<file path="src/rtl/alu_pkg.sv">
// Shared ALU definitions: right-shifter FSM states, default widths and the
// shift-type encoding also used by the ALU control decoder.
package alu_pkg;

   typedef enum logic [1:0] {
      S_IDLE,
      S_SHIFT,
      S_DONE
   } shr_state_t;

   localparam int SHR_WIDTH   = 32;
   localparam int SHR_SHAMT_W = 5;

   localparam logic SHR_LOGICAL = 1'b0;
   localparam logic SHR_ARITH   = 1'b1;

endpackage

</file>
<file path="src/rtl/shr_step.sv">
// Single-cycle shift network: moves data right by k (0..STEP) bits and
// fills the vacated top bits with the fill bit.
module shr_step #(
   parameter int WIDTH = 32,
   parameter int K_W   = 1
) (
   input  logic [WIDTH-1:0] data,
   input  logic             fill,
   input  logic [K_W-1:0]   k,
   output logic [WIDTH-1:0] result
);

   // The fill bit becomes the sign of a one-bit-wider word, so an
   // arithmetic shift replicates it into every vacated position.
   logic signed [WIDTH:0] ext;

   assign ext    = {fill, data};
   assign result = WIDTH'(ext >>> k);

endmodule

</file>
<file path="src/rtl/shift_right_iter.sv">
// Iterative right shifter (SRL/SRA/SRLV/SRAV): accepts one operand, shifts
// at most STEP bits per clock, then holds the result until it is taken.
module shift_right_iter
   import alu_pkg::*;
#(
   parameter int WIDTH   = SHR_WIDTH,
   parameter int SHAMT_W = SHR_SHAMT_W,
   parameter int STEP    = 1
) (
   input  logic               clk,
   input  logic               reset_n,
   input  logic               in_valid,
   output logic               in_ready,
   input  logic [WIDTH-1:0]   a,
   input  logic [SHAMT_W-1:0] shamt,
   input  logic               arith,
   output logic               out_valid,
   input  logic               out_ready,
   output logic [WIDTH-1:0]   y,
   output logic               busy
);

   localparam int K_W = $clog2(STEP + 1);

   shr_state_t         state_q, state_d;
   logic [WIDTH-1:0]   data_q, data_d;
   logic [SHAMT_W-1:0] cnt_q, cnt_d;
   logic               fill_q, fill_d;
   logic [K_W-1:0]     k;
   logic [WIDTH-1:0]   step_out;

   // Never shift past the remaining count, so cnt cannot underflow.
   always_comb begin
      if (int'(cnt_q) > STEP) begin
         k = K_W'(STEP);
      end else begin
         k = K_W'(cnt_q);
      end
   end

   shr_step #(
      .WIDTH (WIDTH),
      .K_W   (K_W)
   ) u_step (
      .data   (data_q),
      .fill   (fill_q),
      .k      (k),
      .result (step_out)
   );

   always_comb begin
      state_d = state_q;
      data_d  = data_q;
      cnt_d   = cnt_q;
      fill_d  = fill_q;
      case (state_q)
         S_IDLE: begin
            if (in_valid) begin
               data_d  = a;
               cnt_d   = shamt;
               fill_d  = (arith == SHR_ARITH) & a[WIDTH-1];
               state_d = (shamt == '0) ? S_DONE : S_SHIFT;
            end
         end
         S_SHIFT: begin
            data_d = step_out;
            cnt_d  = cnt_q - SHAMT_W'(k);
            if (cnt_d == '0) begin
               state_d = S_DONE;
            end
         end
         S_DONE: begin
            if (out_ready) begin
               state_d = S_IDLE;
            end
         end
         default: state_d = S_IDLE;
      endcase
   end

   always_ff @(posedge clk or negedge reset_n) begin
      if (!reset_n) begin
         state_q <= S_IDLE;
         data_q  <= '0;
         cnt_q   <= '0;
         fill_q  <= 1'b0;
      end else begin
         state_q <= state_d;
         data_q  <= data_d;
         cnt_q   <= cnt_d;
         fill_q  <= fill_d;
      end
   end

   // y is forced to zero outside DONE so nothing leaks onto the bypass mux.
   assign in_ready  = (state_q == S_IDLE);
   assign out_valid = (state_q == S_DONE);
   assign busy      = (state_q != S_IDLE);
   assign y         = out_valid ? data_q : '0;

endmodule

</file>
<file path="config.mk">
export PLATFORM = sky130hd
export DESIGN_NAME = shift_right_iter
export DESIGN_NICKNAME = d
export VERILOG_FILES = /design/src/rtl/alu_pkg.sv /design/src/rtl/shr_step.sv /design/src/rtl/shift_right_iter.sv
export SDC_FILE = /design/constraint.sdc
export NUM_CORES = 1
export LEC_CHECK = 0
export CORE_ASPECT_RATIO = 0.9
export CORE_MARGIN = 8
export CORE_UTILIZATION = 35
export CTS_BUF_LIST = sky130_fd_sc_hd__clkbuf_16
export DETAILED_ROUTE_END_ITERATION = 16
export PLACE_DENSITY_LB_ADDON = 0.05
export REMOVE_ABC_BUFFERS = 1
export SLEW_MARGIN = 25
export SYNTH_ARGS = -nofsm -noshare
export SYNTH_HDL_FRONTEND = slang
export SYNTH_HIERARCHICAL = 1
export SYNTH_SLANG_ARGS = --single-unit
export TNS_END_PERCENT = 5
</file>
<file path="constraint.sdc">
create_clock -name clk -period 4.15 [get_ports clk]
set_input_delay 0.6225 -clock clk [delete_from_list [all_inputs] [get_ports clk]]
set_output_delay 0.6225 -clock clk [all_outputs]
set_load 0.02 [all_outputs]
</file>
; After elaboration in Yosys (flattened, before gate mapping)
; Index checks and enable logic that the tools add are counted.
[totals]
register_bits = 40
[op_classes]
mux = 11
reduce_logical = 8
n_bitwise = 1
shifts = 1
n_lt_le_gt_ge = 1
eq_ne = 5
n_addsub = 1
[op_table]
columns = op, count
row1 = 2-to-1 mux 32 bit, 2
row2 = one-hot mux 32 bit (2 select lines), 1
row3 = >>> shifter 33 x 1 -> 32 bit, 1
row4 = zero test 5 bit, 2
row5 = one-hot mux 5 bit (2 select lines), 1
row6 = 2-to-1 mux 2 bit, 4
row7 = one-hot mux 2 bit (3 select lines), 1
row8 = greater-than comparator 5 x 1 -> 1 bit (second input constant), 1
row9 = 2-to-1 mux 5 bit, 1
row10 = subtractor 5 x 1 -> 5 bit, 1
row11 = inequality test 2 bit (second input constant), 2
row12 = AND reduction 2 bit, 2
row13 = nonzero test 2 bit, 2
row14 = AND reduction 3 bit, 1
row15 = equality test 2 x 1 -> 1 bit (second input constant), 1
row16 = equality test 2 bit (second input constant), 1
row17 = zero test 2 bit, 1
row18 = inequality test 2 x 1 -> 1 bit (second input constant), 1
row19 = AND 1 bit, 1
row20 = 2-to-1 mux 1 bit, 1

; Longest topological paths before layout
; Gate-level depths: netlist of run 1.
[logic_depth]
ltp_word = 6
mapped_depth = 8
depth_no_buf = 6

; Modules after synthesis
; Netlist of run 1, hierarchy kept.
[by_module_without_submodules]
columns = mod, cells_per_inst, instances, area_per_inst_um2
row1 = shift_right_iter, 241, 1, 2364.8
row2 = shr_step, 36, 1, 544.3

; Least setup slack after synthesis of run 1
; Ideal clock, no wire load.
[synth_timing]
path_type = register to register
start = register cnt_q[4]
end = register cnt_q[4]
slack_ns = 2.316
path_buffers = 0
stages_incl_launch_ff = 7
t_arrival_ns = 1.712
setup_time_ns = 0.123
cell_sequence = dfrtp_1 nor2_1 a21oi_1 ha_1 nor3b_1 mux2_2 o221a_2
[synth_between]
elab_chain_cells = 4
[synth_rtl]
columns = element, line_no
row1 = "start, declared", shift_right_iter.sv:27  ; logic [SHAMT_W-1:0] cnt_q, cnt_d;
row2 = "start signal, assigned", shift_right_iter.sv:90  ; cnt_q <= cnt_d;
row3 = greater-than comparator 5 x 1 -> 1 bit, shift_right_iter.sv:34  ; if (int'(cnt_q) > STEP) begin
row4 = 2-to-1 mux 1 bit, shift_right_iter.sv:34
row5 = subtractor 5 x 1 -> 5 bit *, shift_right_iter.sv:67  ; cnt_d = cnt_q - SHAMT_W'(k);
row6 = one-hot mux 5 bit (2 select lines) *, shift_right_iter.sv:56  ; case (state_q)
; Every way passes the cells marked *; elsewhere a longest branch is shown, timed or not.
; A chain may end at the register's enable or synchronous reset.

; Final worst setup path of run 1
[layout_timing]
start = register state_q[0]
end = output port y[29]
[layout_between]
elab_chain_cells = 2
[layout_rtl]
columns = element, line_no
row1 = "start, declared", shift_right_iter.sv:25  ; shr_state_t state_q, state_d;
row2 = "start signal, assigned", shift_right_iter.sv:88  ; state_q <= state_d;
row3 = equality test 2 bit, shift_right_iter.sv:97  ; assign out_valid = (state_q == S_DONE);
row4 = 2-to-1 mux 32 bit, shift_right_iter.sv:99  ; assign y = out_valid ? data_q : '0;
row5 = "end, declared", shift_right_iter.sv:19  ; output logic [WIDTH-1:0] y,
; Every way passes these cells.

==> out/results.txt, run 1 <==
critical path fanouts, max: 24
Synth cell types: 45
Maximum Capacitance Violations: 0
Post-Syn Area: 2910 µm²
global route overflow: 0
fmax: 0.320 GHz
final setup TNS: 0 ns
Clock Latency Late Sink: 0.28 ns
footprint of the multi-input gates: 1650 µm²
Post CTS Setup Buffer Count: 0
Max Clock Skew: 0.00563 ns
Critical Path End Type: primary output
Seq cells post-synth: 40
antenna diode count: 0
number of fillers in the final layout: 789
Leakage: 1.77 nW
area grow syn2layout: 29.1%
crit path time final: 3.12 ns
clock-pin slew on the worst setup and hold paths: 0.06 ns
slew at the pin with the worst max-slew slack: 0.660 ns
cts hold-fix bufs: 0
IO Port Bufs: 76
wire length per cell: 16.5 µm
Worst EP required: 3.53 ns
number of vias per cell: 5.02
Synth Flop Type: dfrtp_1
1st-pass router iterations: 5
Die ar.: 11500 µm²
fin nets: 386
layout cells sized above 1: 16.0%
Power, Total: 2.72 mW
Register Area: 1000 µm²
CTS Buf Count: 5
CP Class: reg2out
cell count after synthesis: 277
Die Ht: 102 µm
clk buf depth: 2
number of max-slew violations in the final report: 0
setup ws final: 1.03 ns
# DRC: 0
first-pass GRT wire length: 12100 µm
CP Launch Type: flip-flop
Post-synth EDFFs: 0
Cell Pwr Density: 726 nW/µm²
fraction of registers with async set/reset: 100%
unrepaired setup endpoints after global routing: no
clock sink total: 40
final wirelength: 7310 µm
core box area: 8070 µm²
largest net degree at the start of global routing: 45
CTS tree: built
sequential element share of the synthesized area: 34.4%
crit share post-route: 75.2%
final hold violation count: 0
dpl cell area: 3590 µm²
Setup-failing EPs final: 0
starting density of the core: 36.1%
VDD IR max: 0.247 mV
via count: 2218
I/O pin count: 77
Global Route Usage Sum: 13.1%
H-tree level count: 2
average size of a mapped cell: 10.5 µm²
DRT antenna net count: 0
relative slew slack: 55.9%
Final Cell Area: 3750 µm²
vias in the first global route: 2328
Hold Path Class: in2async
post-DP HPWL: 5000 µm
pre-CTS worst setup slack: 1.29 ns
PostCTS Resize Cnt: 0
initial antenna violation count: 0
YS warnings: 6
Worst Path Arrival: 2.50 ns
global placement routability congestion: 0.717
Die W: 112 µm
row count: 31
Initial DRC Count: 152
status: completed
Root Buffer: clkbuf_16
==> registers in the layout, summed over array words and instances, names as in the netlist <==
signal   flops
data_q      32
cnt_q        5
state_q      2
fill_q       1
==> cells in the mapped netlist (3+ instances only) <==
| cell | n | share of area, % |
|---|---|---|
| nand2_1 | 35 | 4.5 |
| o21ai_1 | 30 | 5.2 |
| buf_6 | 6 | 2.3 |
| mux2_4 | 30 | 15 |
| inv_1 | 4 | 0.52 |
| o21ai_0 | 6 | 1.0 |
| and3_1 | 32 | 6.9 |
| nor3b_1 | 4 | 1.0 |
| mux2i_1 | 32 | 11 |
| dfrtp_1 | 40 | 34 |
| mux2_2 | 3 | 1.2 |
| clkbuf_1 | 6 | 0.77 |
| nor2_1 | 7 | 0.90 |
| buf_12 | 6 | 4.1 |
==> worst paths after layout <==
check                                       startpoint                endpoint  slack (ns)  cells past startpoint
worst max-delay path            state_q[0]$_DFFE_PN0P_                   y[29]        1.03                      4
worst min-delay path                           reset_n  data_q[18]$_DFFE_PN0P_        0.32                      1
worst max register to register    cnt_q[2]$_DFFE_PN0P_  data_q[30]$_DFFE_PN0P_        2.03                      5
worst min register to register      fill_q$_DFFE_PN0P_      fill_q$_DFFE_PN0P_        0.49                      2
max in group asynchronous                      reset_n  data_q[24]$_DFFE_PN0P_        3.46                      1
min in group clk                    fill_q$_DFFE_PN0P_      fill_q$_DFFE_PN0P_        0.49                      2
==> worst max-delay path, cell delays in order, from the launching register on <==
cell and delay [ns]:
dfrtp_1 0.53, clkinv_1 0.57, buf_4 0.40, and3_1 0.17, clkdlybuf4s50_1 0.54
==> layer usage <==
metal	GRT usage, %	up-vias	part of all wire (%)
met5	0	-	0
li1	-	1122	-
met2	20.9	58	44
met1	16.9	1033	48
met3	4.51	5	7.3
met4	2.80	0	0.59
==> metrics by stage <==
step / hold slack, ns / util, % / std cells
after global placement: 0.468 / 44.4 / 434
after floorplan: 0.327 / - / 253
after CTS: 0.493 / 46.5 / 442
after detailed placement: 0.479 / 44.5 / 434
final: 0.320 / 46.5 / 442
after global routing: 0.363 / 46.5 / 442
==> kinds of logic (layout without fill, tap and decap cells) <==
family,count (synthesis),count (layout),share of synthesized area (%)
adder cells (fa/ha/maj),2,2,0.860
multiplexers,65,65,27.7
flip-flops,40,40,34.4
AND/OR/NAND/NOR,88,88,16.4
XOR/XNOR,1,1,0.301
AO/OA/AOI/OAI,52,52,11.1
buffers and inverters,29,95,9.29
==> cell usage in the layout (no fill, tap or decap), types with 2 or more instances in the layout <==
cell	count
inv_1	4
o21ai_1	30
nor3b_1	4
clkinv_1	3
and3_1	32
dfrtp_1	40
o21ai_0	6
mux2_2	3
buf_4	7
clkdlybuf4s50_1	75
nor2_1	7
ha_1	2
a21oi_1	2
nand2_1	34
mux2i_1	32
o221a_2	2
mux2_4	30
clkbuf_16	5
==> layout make-up <==
class                   count  share of cell area [%]
multi-input cells         208                    43.8
flip-flops and latches     40                    26.7
repair buffers             82                    21.4
clock buffers               5                    3.33
well taps                  99                    3.30
clock inverters             3                    1.00
inverters                   5                   0.500
==> power breakdown <==
part	leakage (nW)	switching, mW	total [mW]	internal [mW]
combinational	1.20	0.712	1.49	0.780
sequential	0.490	0.217	0.805	0.588
clock	0.0789	0.149	0.429	0.279
total	1.77	1.08	2.72	1.65
Note: power is estimated with default switching activity, not from simulation.
==> run 2, diff against run 1 <==
==> constraint.sdc (replaced) <==
create_clock -name clk -period 3.04 [get_ports clk]
set_input_delay 0.456 -clock clk [delete_from_list [all_inputs] [get_ports clk]]
set_output_delay 0.456 -clock clk [all_outputs]
set_load 0.02 [all_outputs]
==> run 2 against run 1 <==
  * Sequential cell count is the same
  * Largest power group unchanged
  * Final area shrank 0.17%
  * Sequential power grew 40%
  * Via count shrank 0.63%
  * Clock skew shrank 0.0032 ns
  * First-iteration DRC count shrank 52%
  * Count of clock-buffer cells in the layout is the same
  * Non-clock buffer count grew 2
  * Sequential share of layout area is essentially flat
  * Wire length grew 1.4%
  * Cell count grew 0.23%
==> out/results.txt, run 2 (synthesis results as in run 1) <==
area grow syn2layout: 28.9%
Worst EP required: 2.58 ns (-0.95 ns)
Register Area: 1000 µm² (unchanged)
Root Buffer: clkbuf_16
initial antenna violation count: 0 (unchanged)
global route overflow: 0 (unchanged)
row count: 31 (unchanged)
wire length per cell: 16.7 µm (+1.2%)
Die W: 112 µm (unchanged)
VDD IR max: 0.421 mV (+70%)
Max Clock Skew: 0.00239 ns (-0.00324 ns)
crit path time final: 2.70 ns
fin nets: 388 (+0.52%)
final hold violation count: 0 (unchanged)
Power, Total: 3.65 mW (+34%)
vias in the first global route: 2342 (+0.60%)
CTS tree: built
CTS Buf Count: 5 (unchanged)
relative slew slack: 50.6% (-5.3 points)
Critical Path End Type: primary output
clock-pin slew on the worst setup and hold paths: 0.06 ns (about the same)
1st-pass router iterations: 4 (-1)
H-tree level count: 2 (unchanged)
unrepaired setup endpoints after global routing: no
Post CTS Setup Buffer Count: 0 (unchanged)
post-DP HPWL: 5220 µm (+4.4%)
max incr delay on CP: 0.82 ns (+0.25 ns)
I/O pin count: 77 (unchanged)
status: completed
via count: 2204 (-0.63%)
antenna diode count: 0 (unchanged)
CP top delay family: buffers and inverters
IO Port Bufs: 76 (unchanged)
Worst R2R Path Depth: 5 (unchanged)
FF-to-FF setup slack: 0.81 ns (-1.22 ns)
slew at the pin with the worst max-slew slack: 0.741 ns (+0.0812 ns)
max reg flops: 32 (unchanged)
Worst Path Arrival: 2.24 ns (-0.26 ns)
Final Util: 46.5% (-0.078 points)
most common cell after layout, fill and taps aside: clkdlybuf4s50_1
slowest CP cell: dfrtp_1
crit path from: state_q[1]$_DFFE_PN0P_
Final Cell Area: 3750 µm² (-0.17%)
Die ar.: 11500 µm² (unchanged)
core box area: 8070 µm² (unchanged)
CP Class: reg2out
DRT antenna net count: 0 (unchanged)
largest net degree at the start of global routing: 41 (-8.9%)
hold_ws: 0.153 ns (-0.167 ns)
Initial DRC Count: 73 (-52%)
clk buf depth: 2 (unchanged)
GRT busiest layer: met2
Leakage: 1.76 nW (-0.34%)
final wirelength: 7410 µm (+1.4%)
Hold Path Class: in2async
number of max-slew violations in the final report: 0 (unchanged)
critical path fanouts, max: 26 (+8.3%)
fmax: 0.370 GHz
starting density of the core: 36.1% (unchanged)
most frequent cells in the layout: 75 x clkdlybuf4s50_1, 40 x dfrtp_1, 34 x nand2_1, 32 x and3_1, 32 x mux2i_1
clock sink total: 40 (unchanged)
largest registers: data_q (32), cnt_q (5), state_q (2)
number of fillers in the final layout: 775 (-1.8%)
crit-path cells: buf_4 -> and3_1 -> clkdlybuf4s50_1
GR Util met1: 16.7% (-0.19 points)
global placement routability congestion: 0.744 (+3.8%)
r2r startpoint: state_q[1]$_DFFE_PN0P_
PostCTS Resize Cnt: 0 (unchanged)
number of vias per cell: 4.98 (-0.86%)
met2 Usage GRT: 21.1% (+0.18 points)
Global Route Usage Sum: 13.0% (-0.082 points)
crit share post-route: 88.8%
worst reg2reg endpoint: data_q[20]$_DFFE_PN0P_
first-pass GRT wire length: 12100 µm (+0.12%)
footprint of the multi-input gates: 1640 µm² (-0.30%)
Maximum Capacitance Violations: 0 (unchanged)
most flop-heavy register: data_q
cts hold-fix bufs: 0 (unchanged)
Cell Pwr Density: 974 nW/µm² (+34%)
layout cells sized above 1: 16.6% (+0.53 points)
met3 usage: 4.04% (-0.47 points)
# DRC: 0 (unchanged)
Clock Latency Late Sink: 0.28 ns (about the same)
dpl cell area: 3610 µm² (+0.63%)
CP Launch Type: flip-flop
Setup-failing EPs final: 0 (unchanged)
critical path buffer and inverter count: 2 (-1)
final setup TNS: 0 ns (unchanged)
Die Ht: 102 µm (unchanged)
## run 2: stage by stage
step / worst slack (ns) / cells
detailed placement: 0.617 / 436
global route: 0.187 / 443
CTS: 0.311 / 443
global placement: 0.654 / 436
floorplan: 0.590 / 253
finish: 0.340 / 443
## run 2: report_power, final
group	leakage (nW)	switching, mW	internal [mW]	total [mW]
sequential	0.490	0.325	0.802	1.13
combinational	1.20	0.946	1.08	2.03
clock	0.0709	0.198	0.295	0.492
total	1.76	1.47	2.18	3.65
## run 2: final cells by class
cell class | instances | area share [%]
Clock buffer | 5 | 3.34
Clock inverter | 2 | 0.234
Inverter | 5 | 0.501
Multi-Input combinational cell | 208 | 43.8
Sequential cell | 40 | 26.7
Tap cell | 99 | 3.30
Timing Repair Buffer | 84 | 22.2
## run 2: worst max-delay path by stage
stage | slack, ns | to | cells after the start
global route | 0.19 | y[30] | 3
finish | 0.34 | y[30] | 3
floorplan | 0.59 | data_q[26]$_DFFE_PN0P_ | 5
CTS | 0.31 | y[30] | 3
detailed placement | 0.62 | y[31] | 3
global placement | 0.65 | y[19] | 3
## run 2: per-layer routing
metal | share of wire (%) | routed length [µm]
met5 | 0 | 0
met4 | 0.88 | 65
met3 | 5.4 | 398
met2 | 46 | 3380
met1 | 48 | 3570
